<file path="src/rtl/exotiny_sim_pkg.sv">
// rtl/exotiny_sim_pkg.sv - shared types and pattern helpers for the ExoTiny simulation models
package exotiny_sim_pkg;

    typedef enum logic [1:0] {
        MODE_LOOP    = 2'd0,
        MODE_CONST_A = 2'd1,
        MODE_CONST_B = 2'd2,
        MODE_FIFO    = 2'd3
    } spiresp_mode_e;

    // Widest word the pattern helpers can produce; callers slice what they need.
    localparam int PAT_MAX_W = 64;

    // 'hAA-style pattern (odd bits set) for the low w bits.
    function automatic logic [PAT_MAX_W-1:0] pattern_aa(input int w);
        logic [PAT_MAX_W-1:0] p;
        p = '0;
        for (int i = 0; i < PAT_MAX_W; i++) begin
            if (i < w) p[i] = (i % 2) == 1;
        end
        return p;
    endfunction

    // 'h55-style pattern (even bits set) for the low w bits.
    function automatic logic [PAT_MAX_W-1:0] pattern_55(input int w);
        logic [PAT_MAX_W-1:0] p;
        p = '0;
        for (int i = 0; i < PAT_MAX_W; i++) begin
            if (i < w) p[i] = (i % 2) == 0;
        end
        return p;
    endfunction

endpackage

</file>
<file path="src/rtl/exotiny_sync_fifo.sv">
// rtl/exotiny_sync_fifo.sv - single-clock valid/ready FIFO with wrap-bit occupancy tracking
module exotiny_sync_fifo #(
    parameter int WIDTH = 8,
    parameter int DEPTH = 16
) (
    input  logic             clk,
    input  logic             rst_n,
    input  logic             s_tvalid,
    output logic             s_tready,
    input  logic [WIDTH-1:0] s_tdata,
    output logic             m_tvalid,
    input  logic             m_tready,
    output logic [WIDTH-1:0] m_tdata
);

    localparam int AW = $clog2(DEPTH);
    localparam logic [AW:0] PTR_ONE = 1;

    logic [AW:0]      wr_ptr;
    logic [AW:0]      rd_ptr;
    logic [WIDTH-1:0] mem [DEPTH];
    logic             empty;
    logic             full;
    logic             push;
    logic             pop;

    // Same index with differing wrap bits means every slot is occupied.
    assign empty    = (wr_ptr == rd_ptr);
    assign full     = (wr_ptr[AW] != rd_ptr[AW]) && (wr_ptr[AW-1:0] == rd_ptr[AW-1:0]);
    assign s_tready = !full;
    assign m_tvalid = !empty;
    assign push     = s_tvalid && !full;
    assign pop      = m_tready && !empty;
    // Head reads as zero while empty so stale storage never leaks out.
    assign m_tdata  = empty ? '0 : mem[rd_ptr[AW-1:0]];

    // Pointer update; a simultaneous push and pop leaves occupancy unchanged.
    always_ff @(posedge clk or negedge rst_n) begin
        if (!rst_n) begin
            wr_ptr <= '0;
            rd_ptr <= '0;
        end else begin
            if (push) wr_ptr <= wr_ptr + PTR_ONE;
            if (pop)  rd_ptr <= rd_ptr + PTR_ONE;
        end
    end

    // Storage write; contents need no reset because the pointers gate visibility.
    always_ff @(posedge clk) begin
        if (push) mem[wr_ptr[AW-1:0]] <= s_tdata;
    end

endmodule

</file>
<file path="src/rtl/exotiny_spi_responder.sv">
// rtl/exotiny_spi_responder.sv - clocked SPI target model; RX capture enabled by EXOTINY_SPIRESP_RX_EN
module exotiny_spi_responder
    import exotiny_sim_pkg::*;
#(
    parameter int               WIDTH    = 8,
    parameter int               DEPTH    = 16,
    parameter int               GPICNT   = 6,
    parameter int               IDLE_CYC = 64,
    parameter logic [WIDTH-1:0] FILL     = 'hFF
) (
    input  logic              clk_i,
    input  logic              rst_in,
    input  logic [1:0]        mode_i,
    input  logic              spi_sck_i,
    input  logic              spi_sdo_i,
    output logic              spi_sdi_o,
    output logic [GPICNT-1:0] gpi_o,
    input  logic              tx_valid_i,
    output logic              tx_ready_o,
    input  logic [WIDTH-1:0]  tx_data_i,
    output logic              rx_valid_o,
    input  logic              rx_ready_i,
    output logic [WIDTH-1:0]  rx_data_o,
    output logic [15:0]       frame_cnt_o,
    output logic              ovf_o,
    output logic              unf_o
);

    localparam int BCW = $clog2(WIDTH);
    localparam int ICW = $clog2(IDLE_CYC);
    localparam logic [BCW-1:0] LAST_BIT = BCW'(WIDTH - 1);
    localparam logic [BCW-1:0] BIT_ONE  = 1;
    localparam logic [ICW-1:0] IDLE_MAX = ICW'(IDLE_CYC - 1);
    localparam logic [ICW-1:0] IDLE_ONE = 1;

    localparam logic [PAT_MAX_W-1:0] TX_AA_FULL  = pattern_aa(WIDTH);
    localparam logic [PAT_MAX_W-1:0] TX_55_FULL  = pattern_55(WIDTH);
    localparam logic [PAT_MAX_W-1:0] GPI_AA_FULL = pattern_aa(GPICNT);
    localparam logic [PAT_MAX_W-1:0] GPI_55_FULL = pattern_55(GPICNT);
    localparam logic [WIDTH-1:0]     TX_AA       = TX_AA_FULL[WIDTH-1:0];
    localparam logic [WIDTH-1:0]     TX_55       = TX_55_FULL[WIDTH-1:0];
    localparam logic [GPICNT-1:0]    GPI_AA      = GPI_AA_FULL[GPICNT-1:0];
    localparam logic [GPICNT-1:0]    GPI_55      = GPI_55_FULL[GPICNT-1:0];

    spiresp_mode_e     mode;
    spiresp_mode_e     mode_q;
    logic              sck_q;
    logic              rise;
    logic              fall;
    logic              sck_edge;
    logic [BCW-1:0]    bit_cnt;
    logic [ICW-1:0]    idle_cnt;
    logic              idle_hit;
    logic              mode_chg;
    logic              abort;
    logic              first_rise;
    logic              frame_done;
    logic [WIDTH-2:0]  rx_sr;
    logic [WIDTH-1:0]  rx_word;
    logic [15:0]       frame_cnt;
    logic [WIDTH-1:0]  tx_sr;
    logic [WIDTH-1:0]  tx_sr_next;
    logic [WIDTH-1:0]  reload_val;
    logic              sdi_q;
    logic [GPICNT-1:0] gpi_q;
    logic              unf_q;
    logic              tx_head_valid;
    logic [WIDTH-1:0]  tx_head;
    logic              tx_pop;

    assign mode       = spiresp_mode_e'(mode_i);
    assign rise       = spi_sck_i && !sck_q;
    assign fall       = !spi_sck_i && sck_q;
    assign sck_edge   = rise || fall;
    assign idle_hit   = !sck_edge && (idle_cnt == IDLE_MAX);
    assign mode_chg   = (mode != mode_q);
    // A mode switch or a stalled controller both drop the partial frame.
    assign abort      = mode_chg || idle_hit;
    assign first_rise = rise && (bit_cnt == '0) && !abort;
    assign frame_done = rise && (bit_cnt == LAST_BIT) && !abort;
    assign rx_word    = {rx_sr, spi_sdo_i};
    assign tx_pop     = first_rise && (mode == MODE_FIFO) && tx_head_valid;

    // Edge history, bit counter, idle resync and completed-frame counter.
    always_ff @(posedge clk_i or negedge rst_in) begin
        if (!rst_in) begin
            sck_q     <= 1'b0;
            mode_q    <= MODE_LOOP;
            bit_cnt   <= '0;
            idle_cnt  <= '0;
            rx_sr     <= '0;
            frame_cnt <= '0;
        end else begin
            sck_q  <= spi_sck_i;
            mode_q <= mode;
            if (sck_edge)      idle_cnt <= '0;
            else if (!idle_hit) idle_cnt <= idle_cnt + IDLE_ONE;
            if (rise && !abort) rx_sr <= rx_word[WIDTH-2:0];
            if (abort)          bit_cnt <= '0;
            else if (rise)      bit_cnt <= (bit_cnt == LAST_BIT) ? '0 : bit_cnt + BIT_ONE;
            if (frame_done)     frame_cnt <= frame_cnt + 16'd1;
        end
    end

    // Word presented between frames for the current mode.
    always_comb begin
        reload_val = FILL;
        case (mode)
            MODE_CONST_A: reload_val = TX_AA;
            MODE_CONST_B: reload_val = TX_55;
            MODE_FIFO:    reload_val = tx_head_valid ? tx_head : FILL;
            default:      reload_val = FILL;
        endcase
    end

    // Reload while idle between frames, shift on falling SCK inside a frame.
    always_comb begin
        tx_sr_next = tx_sr;
        if ((bit_cnt == '0) && !rise) tx_sr_next = reload_val;
        else if (fall && (bit_cnt != '0)) tx_sr_next = {tx_sr[WIDTH-2:0], 1'b0};
    end

    // TX shifter, registered MISO bit, GPI stimulus and underflow flag.
    always_ff @(posedge clk_i or negedge rst_in) begin
        if (!rst_in) begin
            tx_sr <= FILL;
            sdi_q <= 1'b0;
            gpi_q <= '0;
            unf_q <= 1'b0;
        end else begin
            tx_sr <= tx_sr_next;
            sdi_q <= tx_sr_next[WIDTH-1];
            case (mode)
                MODE_CONST_A: gpi_q <= GPI_AA;
                MODE_CONST_B: gpi_q <= GPI_55;
                default:      gpi_q <= '0;
            endcase
            if (first_rise && (mode == MODE_FIFO) && !tx_head_valid) unf_q <= 1'b1;
        end
    end

    exotiny_sync_fifo #(
        .WIDTH (WIDTH),
        .DEPTH (DEPTH)
    ) u_tx_fifo (
        .clk      (clk_i),
        .rst_n    (rst_in),
        .s_tvalid (tx_valid_i),
        .s_tready (tx_ready_o),
        .s_tdata  (tx_data_i),
        .m_tvalid (tx_head_valid),
        .m_tready (tx_pop),
        .m_tdata  (tx_head)
    );

    // Loopback bypasses the shifter entirely so MOSI reaches MISO with no delay.
    assign spi_sdi_o   = (mode == MODE_LOOP) ? spi_sdo_i : sdi_q;
    assign gpi_o       = gpi_q;
    assign frame_cnt_o = frame_cnt;
    assign unf_o       = unf_q;

`ifdef EXOTINY_SPIRESP_RX_EN
    logic rx_in_ready;
    logic ovf_q;

    exotiny_sync_fifo #(
        .WIDTH (WIDTH),
        .DEPTH (DEPTH)
    ) u_rx_fifo (
        .clk      (clk_i),
        .rst_n    (rst_in),
        .s_tvalid (frame_done),
        .s_tready (rx_in_ready),
        .s_tdata  (rx_word),
        .m_tvalid (rx_valid_o),
        .m_tready (rx_ready_i),
        .m_tdata  (rx_data_o)
    );

    // Sticky flag for a completed frame that found the RX FIFO full.
    always_ff @(posedge clk_i or negedge rst_in) begin
        if (!rst_in)                        ovf_q <= 1'b0;
        else if (frame_done && !rx_in_ready) ovf_q <= 1'b1;
    end

    assign ovf_o = ovf_q;
`else
    logic unused_rx;

    assign unused_rx  = ^{rx_ready_i, rx_word};
    assign rx_valid_o = 1'b0;
    assign rx_data_o  = '0;
    assign ovf_o      = 1'b0;
`endif

endmodule
</file>
<file path="config.mk">
export PLATFORM = sky130hd
export DESIGN_NAME = exotiny_spi_responder
export DESIGN_NICKNAME = d
export VERILOG_FILES = /design/src/rtl/exotiny_sim_pkg.sv /design/src/rtl/exotiny_sync_fifo.sv /design/src/rtl/exotiny_spi_responder.sv
export SDC_FILE = /design/constraint.sdc
export NUM_CORES = 1
export LEC_CHECK = 0
export ABC_AREA = 1
export CAP_MARGIN = 25
export CORE_ASPECT_RATIO = 1.4
export CORE_MARGIN = 1
export CORE_UTILIZATION = 53
export DETAILED_ROUTE_END_ITERATION = 16
export DONT_BUFFER_PORTS = 1
export HOLD_SLACK_MARGIN = 0.05
export PLACE_DENSITY = 0.74
export SLEW_MARGIN = 0
export SYNTH_ARGS = -nofsm -noshare
export SYNTH_HDL_FRONTEND = slang
export SYNTH_HIERARCHICAL = 1
export SYNTH_SLANG_ARGS = --single-unit
</file>
<file path="constraint.sdc">
create_clock -name clk_i -period 4.5 [get_ports clk_i]
set_input_delay 0.45 -clock clk_i [delete_from_list [all_inputs] [get_ports clk_i]]
set_output_delay 0.45 -clock clk_i [all_outputs]
set_load 0.01 [all_outputs]
</file>
==> out/qor.yml <==
first_global_vias: 5437
ys_seq_area_frac: 0.594
synth_cells: 942
drc: 0
yosysUniqueCellTypes: 34
post_cts_resized: 0
num_rows: 54
netlist_area_mm2: 0.00859
synth_seq_cells: 178
regToRegEndpoint: "u_tx_fifo/mem[7][2]"
cpPeakStageDelay_ns: 0.84
synth_commonest_cells: "nand2_1, edfxtp_1, inv_1, nand3_1, nor2_1"
hold_slack_ns: 0.108
synth_top_area_share: 0.447
holdPathStages: 1
fin_crit_sh: 0.584
synth_top_family_by_area: "simple AND/OR/NAND/NOR gates"
grt_max_degree: 51
holdPathEnd: "gpi_o[4]"
syn_avg_cell_area_um2: 9.12
port_buffers: 0
grt-ovfl-total: 0
status: "finished, final reports clean"
wire_per_inst_um: 14.6
gp_congestion: 0.867
track_usage: 0.210
drv_slew: 0
power.leakage_nw: 4.24
vdd_drop_max_v: 0.000319
worst_skew_pair.late_latency_ns: 0.43
min_period_ns: 2.63
synth_edf_count: 128
final_nets: 966
fillers: 1306
rrSetupSlack_ns: 1.87
busiest_layer: "met2"
synth_flop_cell: "edfxtp_1"
start_kind: "flip-flop"
dp_hpwl_um: 10800
cp_cell_sequence: "xor2_1 > nor2_2 > nand3_4 > nand2_2 > nor2_1"
setup_viol: 0
fin_skew_ns: 0.0121
reg2reg_depth: 5
synthAdderAreaFrac: 0.0175
grt_pass1_wl_um: 26500
dieWidth_um: 110
fin_util: 0.588
synth_compound_area_frac: 0.0198
power_density_mw_per_mm2: 493
max-cap-violations: 0
synthMuxAreaShare: 0
total_power_w: 0.00457
grtUsageMet1: 0.257
cts_tree: "built"
path_max_fanout: 38
synth-simple-area-share: 0.258
required_ns: 4.55
grt_antenna_before_repair: 0
crit_arrival_ns: 2.68
synthXorXnorAreaFrac: 0.0183
routed_wl_um: 16700
route.vias.total: 5914
worstMarginPinSlew_ns: 0.817
core_area_mm2: 0.0157
synth_area_leaders: "edfxtp_1, nand2_1, dfrtp_1"
max_slew_margin: 0.453
drive_above_1_share: 0.0736
fmax_mhz: 380
htree_levels: 4
cts_sinks: 178
grt_use_met2: 0.357
viasPerCell: 5.16
hold_path_class: "input port to flip-flop"
die_height_um: 153
yosys.area.top_type: "edfxtp_1"
area_growth_syn_to_layout_pct: 7.80
drt-initial-drc-count: 398
hold_viol: 0
io_pins: 51
hold_start: "mode_i[0]"
setup_tns_ns: 0
drt_first_pass_iters: 5
crit_type: "flip-flop to flip-flop"
end_kind: "flip-flop"
yosysWarningCount: 6
post-cts-setup-buffers: 0
rsz0062_at_grt: "false"
r2r-start: "u_tx_fifo/rd_ptr[0]"
ant_nets: 0
num_antenna_cells: 0
root_buffer: "clkbuf_16"
slowest_stage: "dfrtp_2"
cts_buffers: 17
synthArstFlopShare: 0.281
start_util: 0.546
met3_usage: 0.0402
synth.most_common_cell: "nand2_1"
die_area_mm2: 0.0167
cts_buffer_depth: 2
path_clk_slew_ns: 0.07
==> worst max path at each step <==
stage	to	slack, ns	depth (start not counted)	start
6_report	u_tx_fifo/mem[7][2]	1.87	5	u_tx_fifo/rd_ptr[0]
5_1_grt	u_tx_fifo/mem[6][6]	1.70	5	u_tx_fifo/rd_ptr[0]
4_1_cts	u_tx_fifo/mem[6][5]	1.90	5	u_tx_fifo/rd_ptr[0]
3_5_place_dp	u_tx_fifo/mem[6][5]	1.91	5	u_tx_fifo/rd_ptr[0]
3_3_place_gp	u_tx_fifo/mem[7][5]	1.93	5	u_tx_fifo/rd_ptr[0]
2_1_floorplan	u_tx_fifo/rd_ptr[2]	2.62	12	spi_sck_i
==> power by group <==
| part | switching (W) | internal (W) |
|---|---|---|
| clock | 0.000680 | 0.000746 |
| combinational | 0.000732 | 0.000334 |
| sequential | 0.000124 | 0.00195 |
| total | 0.00154 | 0.00303 |
==> metal layers <==
| layer | wire length, µm | share of wire | vias up |
|---|---|---|---|
| met1 | 6840 | 0.41 | 2768 |
| met2 | 8630 | 0.52 | 177 |
| met5 | 0 | 0 | - |
| met3 | 797 | 0.048 | 27 |
| li1 | - | - | 2942 |
| met4 | 425 | 0.025 | 0 |
==> flip-flops by register name, indices dropped and copies added, names as in the netlist <==
name,count
u_tx_fifo/mem,128
frame_cnt_o,16
tx_sr,8
idle_cnt,6
u_tx_fifo/rd_ptr,5
u_tx_fifo/wr_ptr,5
bit_cnt,3
gpi_o,2
mode_q,2
sck_q,1
sdi_q,1
unf_o,1
==> cells by family (layout without fill, tap and decap cells) <==
group / Yosys count / after routing
and+or+nand+nor: 528 / 528
buffers and inverters: 172 / 172
other: 1 / 10
adders and majority gates: 12 / 12
xor gates and xnor gates: 18 / 18
AOI/OAI and AO/OA: 33 / 33
DFF: 178 / 178
==> cells in the final DEF (no fill, tap or decap), drive strengths merged, types with 8 or more instances in the layout <==
cell / instances
nand2: 373
dfrtp: 42
xor2: 13
inv: 138
nand3: 96
dfstp: 8
edfxtp: 128
clkbuf: 18
conb: 10
o21ai: 17
nor2: 52
ha: 12
a21oi: 14
==> stage by stage <==
step,instance area [µm²],setup slack [ns],std cells
floorplan,8630,2.62,951
finish,9260,1.87,1147
detailed placement,8600,1.91,1109
global placement,8600,1.93,1109
CTS,9250,1.90,1146
global route,9260,1.70,1147
==> repair_timing <==
action | CTS | global route
endpoints found under the setup margin | 0 | 0
endpoints found under the hold margin | 53 | 0
hold buffers | 5 | 0
==> cell type report <==
type,count,area [µm²],share of cell area
clock inverter,14,153,0.0165
timing repair buffer,10,113,0.0122
tap,196,245,0.0265
inverter,130,488,0.0527
clock buffer,18,429,0.0463
multi-input combinational,601,2730,0.295
sequential,178,5110,0.551
==> worst max-delay path: cells and delay by family (launching register included) <==
family        cells  cell delay [ns]
simple gates      4             1.18
flops             1             0.84
xor+xnor          1             0.22
No activity file was read; power rests on OpenSTA's default activity.
